$ cat src/rtl/crc_pkg.sv
// Shared constants, state type and bit-transpose helper for the multi-cycle CRC engine.
package crc_pkg;

  // Register offsets from the window base
  localparam logic [31:0] OFF_DATA   = 32'h0000_0000;
  localparam logic [31:0] OFF_GPOLY  = 32'h0000_0004;
  localparam logic [31:0] OFF_CTRL   = 32'h0000_0008;
  localparam logic [31:0] OFF_FXOR   = 32'h0000_000C;
  localparam logic [31:0] OFF_STATUS = 32'h0000_0010;

  // CTRL bit positions
  localparam int CTRL_TOT_MSB  = 31;
  localparam int CTRL_TOT_LSB  = 30;
  localparam int CTRL_TOTR_MSB = 29;
  localparam int CTRL_TOTR_LSB = 28;
  localparam int CTRL_FXOR     = 26;
  localparam int CTRL_WAS      = 25;
  localparam int CTRL_TCRC     = 24;

  // Reset values and the unmapped-read pattern
  localparam logic [31:0] RST_SEED     = 32'hFFFF_FFFF;
  localparam logic [31:0] RST_GPOLY    = 32'h0000_1021;
  localparam logic [31:0] RST_CTRL     = 32'h0000_0000;
  localparam logic [31:0] RST_FXOR     = 32'hFFFF_FFFF;
  localparam logic [31:0] UNMAPPED_VAL = 32'h1234_5678;

  typedef enum logic [1:0] {
    IDLE  = 2'd0,
    SHIFT = 2'd1,
    DONE  = 2'd2
  } crc_state_e;

  // 00 none, 01 reverse bits inside each byte, 10 full reverse, 11 byte swap
  function automatic logic [31:0] transpose(input logic [1:0] mode, input logic [31:0] v);
    logic [31:0] r;
    r = v;
    case (mode)
      2'b01: begin
        for (int b = 0; b < 4; b++) begin
          for (int j = 0; j < 8; j++) begin
            r[8*b + j] = v[8*b + 7 - j];
          end
        end
      end
      2'b10: begin
        for (int i = 0; i < 32; i++) begin
          r[i] = v[31 - i];
        end
      end
      2'b11: r = {v[7:0], v[15:8], v[23:16], v[31:24]};
      default: r = v;
    endcase
    return r;
  endfunction

endpackage

$ cat src/rtl/crc_step.sv
// Unrolled BPC-step CRC datapath: consumes BPC message bits MSB-first per call.
module crc_step
  import crc_pkg::*;
#(
  parameter int BPC = 4
) (
  input  logic [31:0] crc,
  input  logic [31:0] din,
  input  logic [31:0] gpoly,
  input  logic        tcrc,
  output logic [31:0] crc_next,
  output logic [31:0] din_next
);

  logic [31:0] c;
  logic [31:0] d;
  logic        fb;
  logic [31:0] poly_w;

  // Chain BPC single-bit steps; in 16-bit mode the upper half is held at zero
  always_comb begin
    c      = crc;
    d      = din;
    fb     = 1'b0;
    poly_w = tcrc ? gpoly : {16'h0000, gpoly[15:0]};
    for (int i = 0; i < BPC; i++) begin
      fb = tcrc ? c[31] : c[15];
      c  = {c[30:0], d[31]};
      if (!tcrc) c[31:16] = 16'h0000;
      if (fb) c = c ^ poly_w;
      d  = {d[30:0], 1'b0};
    end
    crc_next = c;
    din_next = d;
  end

endmodule

$ cat src/rtl/crc_engine_mc.sv
// Multi-cycle memory-mapped CRC engine: register file, FSM, bus wait states, result path.
// Bus handshake: an access is taken at a clock edge where sel & ready are both 1;
// while ready is 0 the master must hold sel/rw/addr/data_wr unchanged.
module crc_engine_mc
  import crc_pkg::*;
#(
  parameter logic [31:0] BASE_ADDR = 32'h4003_2000,
  parameter int          MAX_W     = 32,
  parameter int          BPC       = 4
) (
  input  logic        clk,
  input  logic        rst_n,
  input  logic        sel,
  input  logic        rw,
  input  logic [31:0] addr,
  input  logic [31:0] data_wr,
  output logic [31:0] data_rd,
  output logic        ready,
  output logic        busy,
  output logic        done
);

  localparam int             N_CYC = 32 / BPC;
  localparam int             CW    = 6;
  localparam logic [CW-1:0]  LAST  = CW'(N_CYC - 1);

  crc_state_e    state_q, state_d;
  logic [31:0]   seed_q, gpoly_q, ctrl_q, fxor_q;
  logic [31:0]   crc_q, din_q;
  logic [31:0]   crc_nx, din_nx;
  logic [CW-1:0] cnt_q;
  logic          overflow_q, stall_q;

  logic          hit_data, hit_gpoly, hit_ctrl, hit_fxor, hit_status;
  logic          wr, start, tcrc;
  logic [1:0]    tot, totr;
  logic [31:0]   data_in_t, ctrl_wval, mask, fx, result;

  assign hit_data   = (addr == BASE_ADDR + OFF_DATA);
  assign hit_gpoly  = (addr == BASE_ADDR + OFF_GPOLY);
  assign hit_ctrl   = (addr == BASE_ADDR + OFF_CTRL);
  assign hit_fxor   = (addr == BASE_ADDR + OFF_FXOR);
  assign hit_status = (addr == BASE_ADDR + OFF_STATUS);

  assign busy  = (state_q != IDLE);
  assign done  = (state_q == DONE);
  // Writes and DATA reads wait while the engine runs; other reads go straight through
  assign ready = !(busy && sel && (rw || hit_data));
  assign wr    = sel && ready && rw;

  // A 16-bit-only build never lets TCRC become 1
  assign tcrc      = (MAX_W == 32) ? ctrl_q[CTRL_TCRC] : 1'b0;
  assign ctrl_wval = (MAX_W == 32) ? data_wr : (data_wr & ~(32'h1 << CTRL_TCRC));
  assign tot       = ctrl_q[CTRL_TOT_MSB:CTRL_TOT_LSB];
  assign totr      = ctrl_q[CTRL_TOTR_MSB:CTRL_TOTR_LSB];
  assign data_in_t = transpose(tot, data_wr);
  assign start     = wr && hit_data && !ctrl_q[CTRL_WAS];

  crc_step #(.BPC(BPC)) u_step (
    .crc      (crc_q),
    .din      (din_q),
    .gpoly    (gpoly_q),
    .tcrc     (tcrc),
    .crc_next (crc_nx),
    .din_next (din_nx)
  );

  // Next-state logic: IDLE -> SHIFT on start, SHIFT for N_CYC cycles, one DONE cycle
  always_comb begin
    state_d = state_q;
    case (state_q)
      IDLE:    if (start) state_d = SHIFT;
      SHIFT:   if (cnt_q == LAST) state_d = DONE;
      DONE:    state_d = IDLE;
      default: state_d = IDLE;
    endcase
  end

  // State register
  always_ff @(posedge clk) begin
    if (!rst_n) state_q <= IDLE;
    else        state_q <= state_d;
  end

  // Register file; the seed is loaded by WAS writes and by the DONE commit
  always_ff @(posedge clk) begin
    if (!rst_n) begin
      seed_q  <= RST_SEED;
      gpoly_q <= RST_GPOLY;
      ctrl_q  <= RST_CTRL;
      fxor_q  <= RST_FXOR;
    end else begin
      if (wr && hit_gpoly) gpoly_q <= data_wr;
      if (wr && hit_ctrl)  ctrl_q  <= ctrl_wval;
      if (wr && hit_fxor)  fxor_q  <= data_wr;
      if (state_q == DONE)
        seed_q <= crc_q;
      else if (wr && hit_data && ctrl_q[CTRL_WAS])
        seed_q <= data_in_t;
    end
  end

  // Shift datapath and step counter
  always_ff @(posedge clk) begin
    if (!rst_n) begin
      crc_q <= '0;
      din_q <= '0;
      cnt_q <= '0;
    end else if (state_q == IDLE) begin
      if (start) begin
        din_q <= data_in_t;
        crc_q <= tcrc ? seed_q : {16'h0000, seed_q[15:0]};
        cnt_q <= '0;
      end
    end else if (state_q == SHIFT) begin
      crc_q <= crc_nx;
      din_q <= din_nx;
      cnt_q <= cnt_q + CW'(1);
    end
  end

  // Sticky overflow: master abandoned a stalled access by dropping sel
  always_ff @(posedge clk) begin
    if (!rst_n) begin
      stall_q    <= 1'b0;
      overflow_q <= 1'b0;
    end else begin
      stall_q <= sel && !ready;
      if (stall_q && !sel) overflow_q <= 1'b1;
    end
  end

  // Result path: optional final XOR, then output transpose
  always_comb begin
    if (tcrc)          mask = fxor_q;
    else if (totr[1])  mask = {fxor_q[15:0], 16'h0000};
    else               mask = {16'h0000, fxor_q[15:0]};
    fx     = seed_q ^ (ctrl_q[CTRL_FXOR] ? mask : 32'h0);
    result = transpose(totr, fx);
  end

  // Read mux
  always_comb begin
    data_rd = UNMAPPED_VAL;
    if (hit_data)        data_rd = result;
    else if (hit_gpoly)  data_rd = gpoly_q;
    else if (hit_ctrl)   data_rd = ctrl_q;
    else if (hit_fxor)   data_rd = fxor_q;
    else if (hit_status) data_rd = {30'h0, overflow_q, busy};
  end

endmodule

$ cat config.mk
export PLATFORM = sky130hd
export DESIGN_NAME = crc_engine_mc
export DESIGN_NICKNAME = d
export VERILOG_FILES = /design/src/rtl/crc_pkg.sv /design/src/rtl/crc_step.sv /design/src/rtl/crc_engine_mc.sv
export SDC_FILE = /design/constraint.sdc
export NUM_CORES = 1
export LEC_CHECK = 0
export CAP_MARGIN = 20
export CORE_MARGIN = 1.5
export CORE_UTILIZATION = 32
export CTS_CLUSTER_DIAMETER = 120
export CTS_CLUSTER_SIZE = 12
export DETAILED_ROUTE_END_ITERATION = 10
export GPL_TIMING_DRIVEN = 0
export PLACE_DENSITY = 0.52
export SYNTH_ARGS = -nofsm -noshare
export SYNTH_HDL_FRONTEND = slang
export SYNTH_SLANG_ARGS = --single-unit
$ cat constraint.sdc
create_clock -name clk -period 7 [get_ports clk]
set_input_delay 1.4 -clock clk [delete_from_list [all_inputs] [get_ports clk]]
set_output_delay 1.4 -clock clk [all_outputs]
set_load 0.01 [all_outputs]
==> Yosys cells after proc, flatten, opt, wreduce, memory -nomap -nowiden <==
Cells that the tools add are included.
{ "word_totals": {"reg_bits": 202, "in_bits": 68, "wordCells": 92} }
{ "classes": {"n_addsub": 1, "eq_ne": 16, "n_mux": 38, "bitwise_logic": 5, "n_reduce_logical": 22} }
{ "op_table": {"columns": ["operator", "count"], "rows": [
  ["32-bit two-way mux", 21],
  ["32-bit one-hot mux with 3 select lines", 2],
  ["32-bit by 31-bit equality test with 1-bit output, second input constant", 5],
  ["32-bit bitwise XOR", 5],
  ["16-bit two-way mux", 4],
  ["29-bit two-way mux", 1],
  ["6-bit two-way mux", 3],
  ["1-bit logical AND", 12],
  ["2-bit equality test, second input constant", 5],
  ["6-bit by 1-bit adder with 6-bit output, second input constant", 1],
  ["2-bit by 1-bit equality test with 1-bit output, second input constant", 3],
  ["6-bit by 3-bit equality test with 1-bit output, second input constant", 1],
  ["2-bit nonzero test", 3],
  ["1-bit two-way mux", 4],
  ["2-bit two-way mux", 2],
  ["2-bit != test, second input constant", 2],
  ["2-bit one-hot mux with 2 select lines", 1],
  ["2-bit AND reduction", 2],
  ["1-bit zero test", 3],
  ["2-bit zero test", 1],
  ["1-bit logical OR", 1]
]} }

==> Longest topological paths before layout <==
{ "logic_depth": {"word_depth": 14, "mapped_depth": 11} }

==> Modules after synthesis <==
Synthesis repeated with hierarchy kept, for this count alone.
{ "unflattened": {"cells_unflattened": 1773, "hier_area_um2": 15142.0} }
{ "by_module_without_submodules": {"columns": ["module", "instances", "cells_per_inst", "area_each_um2", "seq_area_each_um2"], "rows": [
  ["crc_engine_mc", 1, 1410, 12508.2, 4043.9],
  ["crc_step", 1, 363, 2633.8, 0.0]
]} }

==> Worst setup path after synthesis <==
No wires, ideal clock.
{ "synth_path": {"path_type": "in2out", "startpoint": "input addr[24]", "endpoint": "output data_rd[3]", "arrival_time_ns": 3.141, "slack_ns": 2.459, "stages": 7, "cell_sequence": "nor4_1 -> nand4b_1 -> or3_1 -> nor3_2 -> clkbuf_1 -> a21oi_1 -> a21oi_1"} }
{ "synth_via": {"elab_chain_cells": 6, "elab_cells_between_ends": 10} }
{ "synth_lines": {"columns": ["item", "line", "rtl"], "rows": [
  ["start: declaration", "crc_engine_mc.sv:15", "input logic [31:0] addr,"],
  ["32-bit by 31-bit equality test with 1-bit output", "crc_engine_mc.sv:43", "assign hit_status = (addr == BASE_ADDR + OFF_STATUS);"],
  ["29-bit two-way mux", "crc_engine_mc.sv:149", "else if (hit_status) data_rd = {30'h0, overflow_q, busy};"],
  ["32-bit two-way mux", "crc_engine_mc.sv:148", "else if (hit_fxor) data_rd = fxor_q;"],
  ["32-bit two-way mux", "crc_engine_mc.sv:147", "else if (hit_ctrl) data_rd = ctrl_q;"],
  ["32-bit two-way mux", "crc_engine_mc.sv:146", "else if (hit_gpoly) data_rd = gpoly_q;"],
  ["32-bit two-way mux (*)", "crc_engine_mc.sv:145", "if (hit_data) data_rd = result;"],
  ["end: declaration", "crc_engine_mc.sv:17", "output logic [31:0] data_rd,"]
]} }
Mark *: on every way between the ends. The rest lies on a longest branch, timed or not.

==> Final worst setup path <==
{ "layout_path": {"startpoint": "input addr[24]", "endpoint": "output data_rd[25]"} }
The elaborated chain is that of the path after synthesis.

==> results.md <==
* Post-CTS Resized at 0
* Initial core utilization at 0.323
* Crit. End Element: output port
* Outcome: completed
* Overall power at between 2 and 2.5 mW
* CTS HTree Levels at 1
* Setup TNS at 0 ns
* RSZ-0062 raised after global routing: false
* Top post-synthesis cells by area: dfxtp_1 (30%), nand2_1 (12%), xnor2_1 (7.0%)
* Tcrit/Tclk final at 0.902
* Final ANT Viol Nets at 0
* Met1 usage at 0.380
* First-pass GRT wire length at 94.9 mm
* DR vias/cell at approximately 6
* Final max-slew violation count at 0
* Peak supply drop at 0.129 mV
* Syn_nets at 1,844
* Top cell type's share of synthesized area at 0.300
* Cell with the most instances after synthesis: nand2_1
* Sequential share of the synthesized area at 0.300
* Vias at 14,300
* # rows at 75
* Final Hold Viols at 0
* FF-to-FF End: din_q[27]$_SDFFE_PN0P_
* Core Box Area at 41,800 um2
* Die Y at 208 um
* Met3 Use GR at 0.0486
* GR Util All Layers at 0.298
* Wire per inst at 26.9 um
* Crit-path max FO at 10
* Final GP Congestion at 0.999
* Die width at 208 um
* Maximum clock insertion buffer count at 3
* Fin crit period at approximately 6.3 ns
* Layout cells sized above 1 at 0.0737
* HP Start: stall_q$_SDFF_PN0_
* Clock Latency Late Sink at 0.55 ns
* # Post-CTS Setup Buffers at 0
* Detailed-route DRC error count at 0
* Commonest cells in the netlist: nand2_1 (420), dfxtp_1 (202), nor2_1 (127), nand3_1 (123), clkbuf_1 (112)
* Initial antenna violation count at 3
* Diodes inserted at 0
* Cell Pwr Density at 149 nW/um2
* CP Data Arrival Time at 4.91 ns
* Core Util, Final at 0.376
* Worst Hold Class: reg -> reg
* Setup slack at placement at 0.831 ns
* Clock sinks at between 200 and 250
* CP startpoint kind: input port
* Vias in the first global route at 13,700
* Pleak at ~5.3 nW
* Synth cell types at around 80
* Seq cells post-synth at 202
* Hold Path End: overflow_q$_SDFFE_PN0P_
* Total Routed Length at around 65 mm
* GRT overflow at 0
* Slew of the pin with the lowest slew margin at between 1 and 1.5 ns
* HPWL Detailed at 51.5 mm
* # port buffers at 101
* CTS buffer count at 20
* IO Pins at between 100 and 150
* Syn Inst Count at ~1,800
* Post-CTS Hold Fix Bufs at 0
* Mapped cell area at between 10,000 and 15,000 um2
* GR peak layer: met2
* # setup viols final at 0
* CP Class: in -> out
* Post-synth EDFFs at 0
* Met2 Track Usage GR at 0.474
* Reg-to-Reg Start: state_q[1]$_SDFFE_PN0P_
* Yosys warns at 0
* Final worst slack at 0.687 ns
* Worst Path Required at 5.60 ns
* Initial DRC count at between 1,500 and 2,000
* WHS Path Cells at 2
* Area growth from synthesis to final layout at 16.5%
* Synth Area per Inst at 7.59 um2
* Max-Cap Viols at 0
* Register-to-Register Setup Slack at 3.67 ns
* Synth async-reset ratio at 0
* First-pass iteration count of the detailed router at 7
* Die ar. at 43,400 um2
* Largest net degree at the start of global routing at 13
* Skew final at approximately 0.038 ns
* Clock-pin slew on the worst setup and hold paths at about 0.06 ns
* R2R depth at 7
* Final #Nets at 1,969
* Synth area leader: dfxtp_1
* Rel. slew slack at 0.143
* Max Freq at 158 MHz
* CTS tree: built
* Root buf cell: clkbuf_16
* Main flop type after synthesis: dfxtp_1
[registers in the layout, indices dropped and copies added (netlist names)]
| signal | cells |
|---|---|
| crc_q | 32 |
| ctrl_q | 32 |
| din_q | 32 |
| fxor_q | 32 |
| gpoly_q | 32 |
| seed_q | 32 |
| cnt_q | 6 |
| state_q | 2 |
| overflow_q | 1 |
| stall_q | 1 |
[worst max-delay path: stages]
cell             delay [ns]
clkdlybuf4s50_1        0.40
nor4_1                 0.33
nand4b_1               0.26
or3_1                  0.52
nor3_2                 0.47
clkbuf_1               0.53
a21oi_1                0.14
a21oi_1                0.26
clkdlybuf4s50_1        0.59
[how the worst max path moves through the flow]
stage | startpoint | to | slack (ns)
global placement | addr[24] | data_rd[6] | 0.75
floorplan | addr[24] | data_rd[3] | 2.46
global route | addr[19] | data_rd[28] | 0.48
detailed placement | addr[24] | data_rd[28] | 0.83
CTS | addr[24] | data_rd[28] | 0.80
finish | addr[24] | data_rd[25] | 0.69
[cells in the final DEF, fill, tap and decap left out, drive strengths merged, types with 5 or more instances in the layout]
cell type	count
o32ai	5
buf	41
o21ai	79
clkdlybuf4s50	101
or2	7
a311oi	32
a2111oi	10
a31oi	14
nand2	420
nor4	10
o21a	7
nor2	128
and3	24
nand3	125
mux4	28
xnor2	110
a22oi	19
a221oi	7
xor2	27
o211ai	12
dfxtp	202
nand2b	6
mux2	24
a21oi	105
inv	19
mux2i	70
a311o	9
nor3	19
a222oi	19
and2	5
o22ai	32
clkbuf	134
[cells by family (layout without fill, tap and decap cells)]
kind of cell	count (synthesis)	after routing	share of synthesized area
mux	122	122	0.119
fa+ha+maj	1	1	0.000928
xor+xnor	137	137	0.0907
compound gates	374	374	0.190
buf+inv	174	299	0.0534
flops	202	202	0.300
simple gates	765	765	0.246
[power by group]
part | internal, mW | switching, mW
Sequential | 1.15 | 0.000000000240
Combinational | 0.0644 | 0.111
Clock | 0.520 | 0.493
Total | 1.73 | 0.604
[layer usage]
| metal | vias to the layer above | share of wire |
|---|---|---|
| met5 | - | 0.00017 |
| met4 | 2 | 0.063 |
| met2 | 712 | 0.45 |
| li1 | 6513 | - |
| met3 | 159 | 0.081 |
| met1 | 6901 | 0.41 |
[cell type report]
cell class,instances,area [um2]
clock buffer,21,514
inverter,22,82.6
buffer,152,637
clock inverter,1,16.3
fill,4368,26100
multi-input combinational,1399,8720
sequential,202,4040
timing repair buffer,103,1020
tap,539,674
[metrics by stage]
stage	cells	instance area, um2	hold slack (ns)
after global placement	2415	15200	0.452
after global routing	2439	15700	0.497
after floorplan	1775	13500	0.432
after detailed placement	2416	15200	0.457
after CTS	2438	15700	0.470
final	2439	15700	0.470
Note: power is estimated with default switching activity, not from simulation.
